`config.mk`:
```
export PLATFORM = sky130hd
export DESIGN_NAME = datamover_tcdm_arbiter
export DESIGN_NICKNAME = d
export VERILOG_FILES = /design/src/rtl/datamover_tcdm_arbiter.sv
export SDC_FILE = /design/constraint.sdc
export NUM_CORES = 1
export LEC_CHECK = 0
export BUFFER_PORTS_ARGS = -buffer_cell sky130_fd_sc_hd__buf_2
export CAP_MARGIN = 30
export CORE_AREA = 2 2 110 112
export CTS_CLUSTER_DIAMETER = 30
export DETAILED_ROUTE_END_ITERATION = 7
export DIE_AREA = 0 0 112 114
export GPL_ROUTABILITY_DRIVEN = 0
export PLACE_DENSITY = 0.63
export SETUP_SLACK_MARGIN = 0.4
export SLEW_MARGIN = 20
export SYNTH_ARGS = -nofsm -noshare
export SYNTH_HDL_FRONTEND = slang
export SYNTH_SLANG_ARGS = --single-unit
```
`constraint.sdc`:
```
create_clock -name clk_i -period 4.18 [get_ports clk_i]
set_input_delay 1.254 -clock clk_i [delete_from_list [all_inputs] [get_ports clk_i]]
set_output_delay 1.254 -clock clk_i [all_outputs]
set_load 0.02 [all_outputs]
```
`src/rtl/datamover_tcdm_arbiter.sv`:
```
// datamover_tcdm_arbiter: round-robin merge of NB_LD load and NB_ST store HCI channels onto one
// TCDM master port. A tag FIFO routes in-order read responses back to the issuing load channel.
// Latency: request and response paths are 0-cycle combinational; tag FIFO updates on the next edge.
// Backpressure: grant follows out_gnt_i; loads stall while the tag FIFO is full; enable_i low blocks grants.
// Option: define DATAMOVER_TCDM_ARB_ORPHAN_CNT_EN to add orphan_cnt_o, a saturating count of dropped responses.
module datamover_tcdm_arbiter #(
  parameter int NB_LD     = 2,
  parameter int NB_ST     = 1,
  parameter int DW        = 32,
  parameter int AW        = 32,
  parameter int MAX_OUTST = 4
) (
  input  logic                       clk_i,
  input  logic                       rst_ni,
  input  logic                       clear_i,
  input  logic                       enable_i,
  input  logic [NB_LD-1:0]           ld_req_i,
  output logic [NB_LD-1:0]           ld_gnt_o,
  input  logic [NB_LD*AW-1:0]        ld_add_i,
  output logic [NB_LD-1:0]           ld_r_valid_o,
  output logic [DW-1:0]              ld_r_data_o,
  input  logic [NB_ST-1:0]           st_req_i,
  output logic [NB_ST-1:0]           st_gnt_o,
  input  logic [NB_ST*AW-1:0]        st_add_i,
  input  logic [NB_ST*DW-1:0]        st_data_i,
  input  logic [NB_ST*DW/8-1:0]      st_be_i,
  output logic                       out_req_o,
  output logic [AW-1:0]              out_add_o,
  output logic                       out_wen_o,
  output logic [DW-1:0]              out_data_o,
  output logic [DW/8-1:0]            out_be_o,
  input  logic                       out_gnt_i,
  input  logic                       out_r_valid_i,
  input  logic [DW-1:0]              out_r_data_i,
  output logic [$clog2(MAX_OUTST):0] outst_cnt_o,
  output logic                       idle_o
`ifdef DATAMOVER_TCDM_ARB_ORPHAN_CNT_EN
  ,
  output logic [15:0]                orphan_cnt_o
`endif
);

  localparam int NCH = NB_LD + NB_ST;
  localparam int CW  = $clog2(NCH);
  localparam int LW  = (NB_LD > 1) ? $clog2(NB_LD) : 1;
  localparam int PW  = $clog2(MAX_OUTST);
  localparam int BW  = DW / 8;

  // Round-robin pointer and tag FIFO state
  logic [CW-1:0] r_ptr;
  logic [LW-1:0] r_tag [MAX_OUTST];
  logic [PW-1:0] r_wptr;
  logic [PW-1:0] r_rptr;
  logic [PW:0]   r_cnt;
  logic          r_full;
  logic          r_empty;

  logic [NCH-1:0] w_elig;
  logic           w_any;
  logic [CW-1:0]  w_sel;
  logic           w_sel_ld;
  logic           w_hs;
  logic           w_push;
  logic           w_pop;
  logic [LW-1:0]  w_head;
  logic [PW:0]    w_cnt_nxt;
  logic [CW-1:0]  w_ptr_nxt;

  // Eligibility: request and enable; loads also need a free tag slot
  always_comb begin
    w_elig = '0;
    for (int i = 0; i < NB_LD; i++) w_elig[i] = ld_req_i[i] & enable_i & ~r_full;
    for (int j = 0; j < NB_ST; j++) w_elig[NB_LD+j] = st_req_i[j] & enable_i;
  end

  // Round-robin search: first eligible channel at or after r_ptr, wrapping
  always_comb begin
    logic [CW:0] w_c;
    w_any = 1'b0;
    w_sel = '0;
    w_c   = '0;
    for (int k = 0; k < NCH; k++) begin
      w_c = {1'b0, r_ptr} + (CW+1)'(k);
      if (w_c >= (CW+1)'(NCH)) w_c = w_c - (CW+1)'(NCH);
      if (!w_any && w_elig[w_c[CW-1:0]]) begin
        w_any = 1'b1;
        w_sel = w_c[CW-1:0];
      end
    end
  end

  // Drive the master port from the selected channel and return its grant
  always_comb begin
    out_add_o  = '0;
    out_wen_o  = 1'b0;
    out_data_o = '0;
    out_be_o   = '0;
    ld_gnt_o   = '0;
    st_gnt_o   = '0;
    w_sel_ld   = 1'b0;
    for (int i = 0; i < NB_LD; i++) begin
      if (w_any && (w_sel == CW'(i))) begin
        out_add_o   = ld_add_i[i*AW +: AW];
        out_wen_o   = 1'b1;
        out_be_o    = '1;
        ld_gnt_o[i] = out_gnt_i;
        w_sel_ld    = 1'b1;
      end
    end
    for (int j = 0; j < NB_ST; j++) begin
      if (w_any && (w_sel == CW'(NB_LD + j))) begin
        out_add_o   = st_add_i[j*AW +: AW];
        out_data_o  = st_data_i[j*DW +: DW];
        out_be_o    = st_be_i[j*BW +: BW];
        st_gnt_o[j] = out_gnt_i;
      end
    end
  end

  assign out_req_o = w_any;
  assign w_hs      = w_any & out_gnt_i;
  // clear_i wins over both FIFO operations; a response in a clear cycle is dropped
  assign w_push    = w_hs & w_sel_ld & ~clear_i;
  assign w_pop     = out_r_valid_i & ~r_empty & ~clear_i;
  assign w_head    = r_tag[r_rptr];
  assign w_ptr_nxt = (w_sel == CW'(NCH - 1)) ? '0 : w_sel + 1'b1;

  // Response routing: head tag selects the load channel that sees the valid strobe
  always_comb begin
    ld_r_valid_o = '0;
    for (int i = 0; i < NB_LD; i++) ld_r_valid_o[i] = w_pop & (w_head == LW'(i));
  end

  assign ld_r_data_o = w_pop ? out_r_data_i : '0;

  // Next occupancy; simultaneous push and pop leaves it unchanged
  always_comb begin
    w_cnt_nxt = r_cnt;
    case ({w_push, w_pop})
      2'b10:   w_cnt_nxt = r_cnt + 1'b1;
      2'b01:   w_cnt_nxt = r_cnt - 1'b1;
      default: w_cnt_nxt = r_cnt;
    endcase
  end

  // Pointer, FIFO indices and registered full/empty flags
  always_ff @(posedge clk_i or negedge rst_ni) begin
    if (!rst_ni) begin
      r_ptr   <= '0;
      r_wptr  <= '0;
      r_rptr  <= '0;
      r_cnt   <= '0;
      r_full  <= 1'b0;
      r_empty <= 1'b1;
    end else if (clear_i) begin
      r_ptr   <= '0;
      r_wptr  <= '0;
      r_rptr  <= '0;
      r_cnt   <= '0;
      r_full  <= 1'b0;
      r_empty <= 1'b1;
    end else begin
      if (w_hs)   r_ptr  <= w_ptr_nxt;
      if (w_push) r_wptr <= r_wptr + 1'b1;
      if (w_pop)  r_rptr <= r_rptr + 1'b1;
      r_cnt   <= w_cnt_nxt;
      r_full  <= (w_cnt_nxt == (PW+1)'(MAX_OUTST));
      r_empty <= (w_cnt_nxt == '0);
    end
  end

  // Tag storage: the issuing load channel index of each outstanding read
  always_ff @(posedge clk_i or negedge rst_ni) begin
    if (!rst_ni) begin
      for (int i = 0; i < MAX_OUTST; i++) r_tag[i] <= '0;
    end else if (w_push) begin
      r_tag[r_wptr] <= LW'(w_sel);
    end
  end

  assign outst_cnt_o = r_cnt;
  // Idle means nothing in flight and no channel currently requesting
  assign idle_o      = r_empty & ~(|ld_req_i) & ~(|st_req_i);

`ifdef DATAMOVER_TCDM_ARB_ORPHAN_CNT_EN
  logic        w_drop;
  logic [15:0] r_orph;

  assign w_drop = out_r_valid_i & ~w_pop;

  // Saturating count of responses that found no outstanding tag
  always_ff @(posedge clk_i or negedge rst_ni) begin
    if (!rst_ni) begin
      r_orph <= '0;
    end else if (clear_i) begin
      r_orph <= '0;
    end else if (w_drop && (r_orph != 16'hFFFF)) begin
      r_orph <= r_orph + 16'd1;
    end
  end

  assign orphan_cnt_o = r_orph;
`endif

endmodule

```
After elaboration in Yosys (flattened, before gate mapping)
Index checks and enable logic that the tools add are counted.
{"block": "word_totals", "elab_cells": 115, "input_bits": 173, "register_bits": 15}
{"block": "op_classes", "n_reduce_logical": 14, "bitwise_logic": 22, "add_sub_neg": 10, "n_lt_le_gt_ge": 9, "eq_ne": 5, "mux": 45}
{"op": "32-bit 2-to-1 mux", "n": 5}
{"op": "2-bit 2-to-1 mux", "n": 13}
{"op": "1-bit 2-to-1 mux", "n": 16}
{"op": "1-bit AND", "n": 14}
{"op": "4-bit 2-to-1 mux", "n": 3}
{"op": "2-bit by 3-bit less-than comparator with 1-bit output, second input constant", "n": 3}
{"op": "1-bit binary-select mux with 2-bit select", "n": 4}
{"op": "2-bit by 1-bit adder with 2-bit output, second input constant", "n": 3}
{"op": "3-bit by 2-bit greater-or-equal comparator with 1-bit output, second input constant", "n": 2}
{"op": "3-bit greater-or-equal comparator, second input constant", "n": 2}
{"op": "1-bit logical AND", "n": 6}
{"op": "1-bit NOT", "n": 6}
{"op": "2-bit NOT with 3-bit output", "n": 2}
{"op": "3-bit case mux with 2 select lines", "n": 1}
{"op": "2-bit nonzero test", "n": 3}
{"op": "2-bit subtractor, second input constant", "n": 3}
{"op": "4-bit bitwise mux", "n": 1}
{"op": "2-bit by 1-bit == test with 1-bit output, second input constant", "n": 2}
{"op": "2-bit == test, second input constant", "n": 2}
{"op": "2-bit by 1-bit adder with 3-bit output, second input constant", "n": 1}
{"op": "2-bit by 2-bit adder with 3-bit output, second input constant", "n": 1}
{"op": "3-bit by 1-bit adder with 3-bit output, second input constant", "n": 1}
{"op": "3-bit == test, second input constant", "n": 1}
{"op": "3-bit logical NOT", "n": 1}
{"op": "other kinds (8)", "n": 9}

Longest topological paths before layout
Gate-level depths: netlist of run 1.
{"block": "logic_depth", "depth_word": 21, "mapped_depth": 14}

Worst setup path after synthesis of run 1
No wires, ideal clock.
{"block": "synth_timing", "path_kind": "in2out", "from": "input port enable_i", "to": "output port ld_gnt_o[0]", "setup_slack_ps": 112, "required_time_ps": 2926, "arrival_time_ps": 2814, "path_stages": 7, "cell_sequence": "or3b_4 nor2_4 nor4_2 or2_1 buf_6 buf_6 nor3_1"}
{"block": "synth_between", "elab_chain_cells": 14, "word_cells_on_any_way": 24, "cone_classes": "13 x mux; 5 x bitwise; 6 x reduce/logical"}
{"item": "start, declared", "line": "16", "source": "input logic enable_i,"}
{"item": "1-bit AND (2 in a row)", "line": "72", "source": "for (int i = 0; i < NB_LD; i++) w_elig[i] = ld_req_i[i] & enable_i & ~r_full;"}
{"item": "1-bit binary-select mux with 2-bit select", "line": "85", "source": "if (!w_any && w_elig[w_c[CW-1:0]]) begin"}
{"item": "1-bit 2-to-1 mux (not written as such)", "line": "85"}
{"item": "1-bit 2-to-1 mux", "line": "85"}
{"item": "1-bit logical NOT", "line": "85"}
{"item": "1-bit logical AND", "line": "85"}
{"item": "1-bit 2-to-1 mux", "line": "85"}
{"item": "1-bit logical NOT", "line": "85"}
{"item": "1-bit logical AND", "line": "85"}
{"item": "2-bit 2-to-1 mux", "line": "85"}
{"item": "2-bit logical NOT", "line": "102", "source": "if (w_any && (w_sel == CW'(i))) begin"}
{"item": "1-bit logical AND *", "line": "102"}
{"item": "1-bit 2-to-1 mux *", "line": "102"}
{"item": "end, declared", "line": "18", "source": "output logic [NB_LD-1:0] ld_gnt_o,"}
Mark *: on every way between the ends. The rest lies on a longest branch, timed or not. The select of a mux whose other input is x is not followed.

Worst setup path after layout of run 1
{"block": "layout_timing", "from": "input port enable_i", "to": "output port out_add_o[20]"}
{"block": "layout_between", "elab_chain_cells": 16, "word_cells_on_any_way": 30, "cone_classes": "2 x eq/ne; 15 x mux; 5 x bitwise; 8 x reduce/logical"}
{"item": "1-bit AND (2 in a row)", "line": "72"}
{"item": "1-bit binary-select mux with 2-bit select", "line": "85"}
{"item": "1-bit 2-to-1 mux (not written as such)", "line": "85"}
{"item": "1-bit 2-to-1 mux", "line": "85"}
{"item": "1-bit logical NOT", "line": "85"}
{"item": "1-bit logical AND", "line": "85"}
{"item": "1-bit 2-to-1 mux", "line": "85"}
{"item": "1-bit logical NOT", "line": "85"}
{"item": "1-bit logical AND", "line": "85"}
{"item": "2-bit 2-to-1 mux", "line": "85"}
{"item": "2-bit logical NOT", "line": "102"}
{"item": "1-bit logical AND", "line": "102"}
{"item": "32-bit 2-to-1 mux (2 in a row)", "line": "102"}
{"item": "32-bit 2-to-1 mux *", "line": "111", "source": "if (w_any && (w_sel == CW'(NB_LD + j))) begin"}
{"item": "end, declared", "line": "28", "source": "output logic [AW-1:0] out_add_o,"}
Marked as above.

==> impl_metrics.ini, run 1 <==
[sta]
slew_viol_final = 0
hold_slack_ns = 0.482
clock.fmax_ghz = 0.237
rsz0062_at_grt = true
min_period_ns = 4.23
setup_viol = 18
skew_ns = 0.00286
tightest_slew_ns = 0.406
relSlewSlack_pct = 72.8
min_period_over_period_pct = 101
fin_ws_ns = -0.0471
hold_viol = 0

[clocking]
cts_max_path_buffers = 2
htree_levels = 1
tritoncts = done
worstSkewPairLatency_ns = 0.25
cts_made_buffers = 3
cts_root_buffer = clkbuf_16
clock_sinks = 15
clk_pin_slew_ns = 0.05

[setup_path]
path_cells = buf_8, buf_6, nand2b_1, nor3_1, o21ba_4, buf_4, buf_6, and2_1, a221o_1, buf_6
cp_slowest_cell = nor3_1
path_max_fanout = 7
crit_top_cell = buf_6
cp_top_family = simple AND/OR/NAND/NOR gates
r2r_slack_ns = 0.71
worstSetupStartpointType = input pin
timing.rr.start = r_ptr[0]
critPathCaptureType = output port
critPathRequiredTime_ns = 2.93
crit_path_start = enable_i
worstRegToRegCells = 14
critical_path_class = input pin to output port
r2r-end = r_full
max_stage_delay_ns = 0.34
cp_num_buf_inv = 5
arrival_ns = 2.97

[synth]
syn_inst = 268
ys_seq_area_share_pct = 17.1
yosys_register_bits = 15
syn_area_um2 = 2200
synth_enable_flop_cells = 0
netlist-cell-type-count = 48
async_flop_share_pct = 100
synthFlopType = dfrtp_1
avgSynthCellArea_um2 = 8.22
ys_warn_count = 0
synth_fp_nets = 450

[cells_and_area]
fillCellCount = 1159
diodes = 0
synthToLayoutAreaGrowth_pct = 124
finalNetCount = 750
drive_above_1_share_pct = 66.3

[grt]
use_met1_pct = 19.5
top_usage_layer = met2
grtUsageTotal_pct = 14.6
use_met3_pct = 4.14
grt_pass1_wl_mm = 15.1
grt_max_degree = 39
grt_antenna_before_repair = 0
overflow = 0
grt_pass1_vias = 3030
use_met2_pct = 24.0

[pwr]
p_int_mw = 0.765
combPwrFrac_pct = 71.4
p_seq_share_pct = 13.7
power_frac_clock_pct = 14.9
leakagePower_nw = 2.71
max-vdd-ir-drop_mv = 0.178
power_switching_mw = 0.497
switching_share_pct = 39.4
powerDensity_nw_per_um2 = 256

[routing]
drc = 0
drt-total-wl_mm = 11.9
firstDrtPassIters = 4
viasPerCell = 4.73
post_drt_wl_per_cell_um = 16.7
ant_nets = 0
drt_iter0_drc = 157
vias = 3380

[floorplanning]
dieWidth_um = 112
rows = 40
die_y_um = 114
core_um2 = 11700
ioPinCount = 284
start_util_pct = 18.8
die-area_um2 = 12800

[flow_run]
maxCapViolCount = 0

[hold_path]
hold_depth = 1
hold_path_end = r_tag[1]
worstHoldStart = r_tag[1]
hp-class = flip-flop to flip-flop

[placed_design]
dp_worst_setup_slack_ns = -0.0834
hpwl_mm = 8.58
portBuffers = 283

[outcome]
status = complete, but fails checks
violations = negative setup slack
## power by group through the flow
stage | Sequential, mW | Combinational [mW] | Clock (mW)
floorplan | 0.174 | 0.389 | 0
global placement | 0.174 | 0.624 | 0
detailed placement | 0.175 | 0.633 | 0
CTS | 0.173 | 0.749 | 0.194
global route | 0.175 | 0.947 | 0.198
finish | 0.173 | 0.901 | 0.189
## worst max path at each step
stage	to	slack (ns)	cells after the start
2_1_floorplan	out_add_o[0]	0.18	6
5_1_grt	out_add_o[1]	-0.15	10
4_1_cts	out_add_o[5]	0.004	8
3_5_place_dp	out_add_o[9]	-0.08	8
3_3_place_gp	out_add_o[9]	-0.07	8
6_report	out_add_o[20]	-0.05	10
## kinds of logic after synthesis
| kind of cell | Yosys count | share of synthesized area, % |
|---|---|---|
| multiplexers | 9 | 4.89 |
| AND/OR/NAND/NOR | 142 | 40.9 |
| AO/OA/AOI/OAI | 57 | 23.2 |
| adder cells (fa/ha/maj) | 9 | 5.45 |
| buffers and inverters | 31 | 6.48 |
| XOR/XNOR | 5 | 1.99 |
| flip-flops | 15 | 17.1 |
## worst reg2reg max path, cell delays in order (launching register included)
cell     delay [ns]
dfrtp_1        0.40
inv_1          0.06
ha_1           0.47
mux2i_4        0.32
nor2_4         0.07
buf_4          0.13
buf_4          0.13
o41a_1         0.41
buf_4          0.17
nand3_1        0.11
ha_1           0.22
fa_1           0.45
nor3b_1        0.22
a21oi_1        0.09
nor3_1         0.15
## flip-flops by register name, indices dropped and copies added, names as in the netlist
signal and flops:
r_tag 4, outst_cnt_o 3, r_ptr 2, r_rptr 2
r_wptr 2, r_empty 1, r_full 1
## synth_stat cells (4+ instances only)
master / count / area share [%]
nor2_1: 8 / 1.4
clkbuf_1: 19 / 3.2
nand3_1: 4 / 0.91
dfrtp_1: 14 / 16
ha_1: 8 / 4.5
and2_1: 63 / 18
nor2b_1: 4 / 1.1
and4_1: 4 / 1.6
a221o_1: 33 / 15
mux2_1: 4 / 2.0
a21oi_1: 6 / 1.4
o21a_1: 5 / 1.7
and3_1: 33 / 9.4
inv_1: 6 / 1.0
nand2_1: 4 / 0.68
mux2i_1: 4 / 1.8
## what timing repair did
| action | 4_1_cts | 5_1_grt |
|---|---|---|
| hold buffers | 0 | 0 |
| endpoints found under the setup margin | 75 | 75 |
| gates cloned | 2 | 10 |
| pin swaps | 12 | 65 |
| setup buffers | 3 | 9 |
| gates resized for setup | 77 | 126 |
## cells in the final DEF (no fill, tap or decap), drive strengths merged, types with 2 or more instances in the layout
cell type and instances:
o21bai 2, inv 6, dfrtp 14, o41ai 2, and4 4, nor2b 4, xor2 2, o21ba 2
nor4b 2, clkbuf 10, and2 66, ha 8, a221o 33, nor2 9, nor3 3, and3 33
or3b 3, nand3 4, nand2b 3, mux2i 4, mux2 4, a21oi 6, o21ai 2, o21a 5
xnor2 3, buf 313, nor3b 2, nand2 4
## metrics by stage
step	TNS (ns)	utilization (%)	area [um2]	instances	total power, mW
after global placement	-0.191	33.1	3880	686	0.798
after floorplan	0	-	2250	268	0.563
after global routing	-3.05	42.1	4930	714	1.32
final	-0.312	42.1	4930	714	1.26
after detailed placement	-0.502	33.1	3880	686	0.808
after CTS	0	36.6	4290	695	1.12
## routing by layer
layer	routed length (um)	up-vias
met4	108	0
met3	1230	16
li1	-	1591
met2	5710	185
met1	4880	1588
met5	0	-
## final cells by class
cell class                      instances  area [um2]  share of cell area, %
Inverter                                6        22.5                  0.457
Sequential cell                        15         377                   7.64
Clock buffer                            3        75.1                   1.52
Tap cell                              147         184                   3.73
Clock inverter                          1        7.51                  0.152
Multi-Input combinational cell        222        1850                   37.5
Timing Repair Buffer                  320        2420                   49.0
No activity file was read; power rests on OpenSTA's default activity.
==> run 2: changes to the inputs <==
--- a/config.mk
+++ b/config.mk
@@ -5,14 +5,14 @@
 export SDC_FILE = /design/constraint.sdc
 export NUM_CORES = 1
 export LEC_CHECK = 0
-export BUFFER_PORTS_ARGS = -buffer_cell sky130_fd_sc_hd__buf_2
 export CAP_MARGIN = 30
-export CORE_AREA = 2 2 110 112
+export CORE_AREA = 2 2 109 111
 export CTS_CLUSTER_DIAMETER = 30
 export DETAILED_ROUTE_END_ITERATION = 7
-export DIE_AREA = 0 0 112 114
+export DIE_AREA = 0 0 111 113
+export DONT_BUFFER_PORTS = 1
 export GPL_ROUTABILITY_DRIVEN = 0
-export PLACE_DENSITY = 0.63
+export PLACE_DENSITY = 0.42
 export SETUP_SLACK_MARGIN = 0.4
 export SLEW_MARGIN = 20
 export SYNTH_ARGS = -nofsm -noshare
==> run 2 against run 1 <==
The run now ends clean. Core utilization is 17 points lower. Largest cell class is now multi-input combinational cells. Non-clock buffer count is 290 lower. Highest routed layer is now met5. Global-route usage is 3.6 points lower.
==> impl_metrics.ini, run 2 (synthesis results as in run 1) <==
[clocking]
cts_max_path_buffers = 2
clock_sinks = 15
cts_root_buffer = clkbuf_16
worstSkewPairLatency_ns = 0.24
htree_levels = 1
cts_made_buffers = 3
tritoncts = done
ctsHoldBuffers = 0
clk_pin_slew_ns = 0.05

[sta]
relSlewSlack_pct = 73.5
slew_viol_final = 0
min_period_over_period_pct = 95.5
rsz0062_at_grt = true
hold_viol = 0
clock.fmax_ghz = 0.251
tightest_slew_ns = 0.396
setup_viol = 0
skew_ns = 0.00175
fin_tns_setup_ns = 0
min_period_ns = 3.99

[grt]
grt_pass1_vias = 1932
grt_antenna_before_repair = 7
grt_pass1_wl_mm = 11.0
grt_max_degree = 66
overflow = 0
grtUsageTotal_pct = 11.0

[floorplanning]
core_um2 = 11300
die-area_um2 = 12500
rows = 39
ioPinCount = 284
dieWidth_um = 111
start_util_pct = 19.5
die_y_um = 113

[setup_path]
critical_path_class = input pin to output port
r2r-end = r_full
arrival_ns = 2.74
cp_slowest_cell = or3b_4
critPathRequiredTime_ns = 2.93
crit_path_start = enable_i
path_cells = or3b_4, nor2_4, nor4_4, buf_4, nor3b_4, buf_6, clkbuf_16, a221o_1
r2r_slack_ns = 0.75
crit_end = out_add_o[30]
worstSetupStartpointType = input pin
path_max_fanout = 8
timing.rr.start = r_ptr[0]
critPathCaptureType = output port
max_stage_delay_ns = 0.38
worstRegToRegCells = 14

[hold_path]
worstHoldStart = r_tag[3]
hp-class = flip-flop to flip-flop

[routing]
dr_wl_met3_um = 834
post_drt_wl_per_cell_um = 21.9
dr_wl_met2_mm = 4.47
firstDrtPassIters = 4
viasPerCell = 5.27
ant_nets = 0
drt-total-wl_mm = 9.35
drt_iter0_drc = 102
vias = 2246
top_layer = met5
wirelength_met1_mm = 3.66
drc = 0

[placed_design]
place_area_um2 = 2450
hpwl_mm = 7.01
portBuffers = 0

[cells_and_area]
synthToLayoutAreaGrowth_pct = 30.1
max_flop_register = r_tag
final_area_um2 = 2870
largest_reg_flops = 4
drive_above_1_share_pct = 27.1
layout_commonest_cell = and2_1
final_cell_mix = 42 x and2_1, 33 x a221o_1, 33 x and3_1, 20 x and2_2, 15 x buf_4
finalNetCount = 460

[pwr]
leakagePower_nw = 1.28
powerDensity_nw_per_um2 = 316
max-vdd-ir-drop_mv = 0.120

[outcome]
status = finished clean

[flow_run]
maxCapViolCount = 0
## run 2: worst max-delay path, delay by kind of cell
kind            cells  cell delay, ns
compound gates      1            0.27
buf+inv             3            0.47
simple gates        4            0.73
## run 2: layout make-up
type / count / area, um2
sequential: 15 / 377
fill: 1215 / 8410
timing repair buffer: 30 / 389
antenna: 6 / 15.0
inverter: 6 / 22.5
clock buffer: 4 / 78.8
multi-input combinational: 222 / 1800
tap: 143 / 179
## run 2: through the flow
stage	hold WS, ns	util [%]	std cells	setup slack (ns)	power, mW
after floorplan	0.452	-	268	0.179	0.563
after detailed placement	0.479	21.7	401	0.163	0.630
after global placement	0.487	21.7	401	0.222	0.625
after global routing	0.501	25.4	425	0.148	0.947
final	0.488	25.4	426	0.189	0.907
after CTS	0.490	22.8	406	0.215	0.826
## run 2: how the worst min path moves through the flow
| stage | to | slack (ns) | cells past startpoint |
|---|---|---|---|
| global placement | r_tag[2] | 0.49 | 1 |
| CTS | r_tag[3] | 0.49 | 1 |
| global route | r_tag[1] | 0.50 | 1 |
| floorplan | r_tag[1] | 0.45 | 1 |
| detailed placement | r_tag[3] | 0.48 | 1 |
| finish | r_tag[3] | 0.49 | 1 |
## run 2: metal layers
layer	vias up	track usage [%]
met5	-	0
li1	1020	-
met3	23	3.96
met2	147	17.8
met1	1054	13.8
met4	2	3.33
## run 2: timing repair
item                                    CTS  global route
endpoints found under the hold margin     0             0
pin swaps                                27            15
gates cloned                              0             8
buffers inserted                          1             6
gates resized for setup                   7            15
endpoints found under the setup margin   71            61
## run 2: where the power goes
part	internal, mW	switching [mW]	leakage [nW]	total (mW)
Clock	0.129	0.0549	0.0382	0.184
Combinational	0.221	0.326	1.04	0.547
Sequential	0.160	0.0153	0.203	0.175
Total	0.510	0.396	1.28	0.907
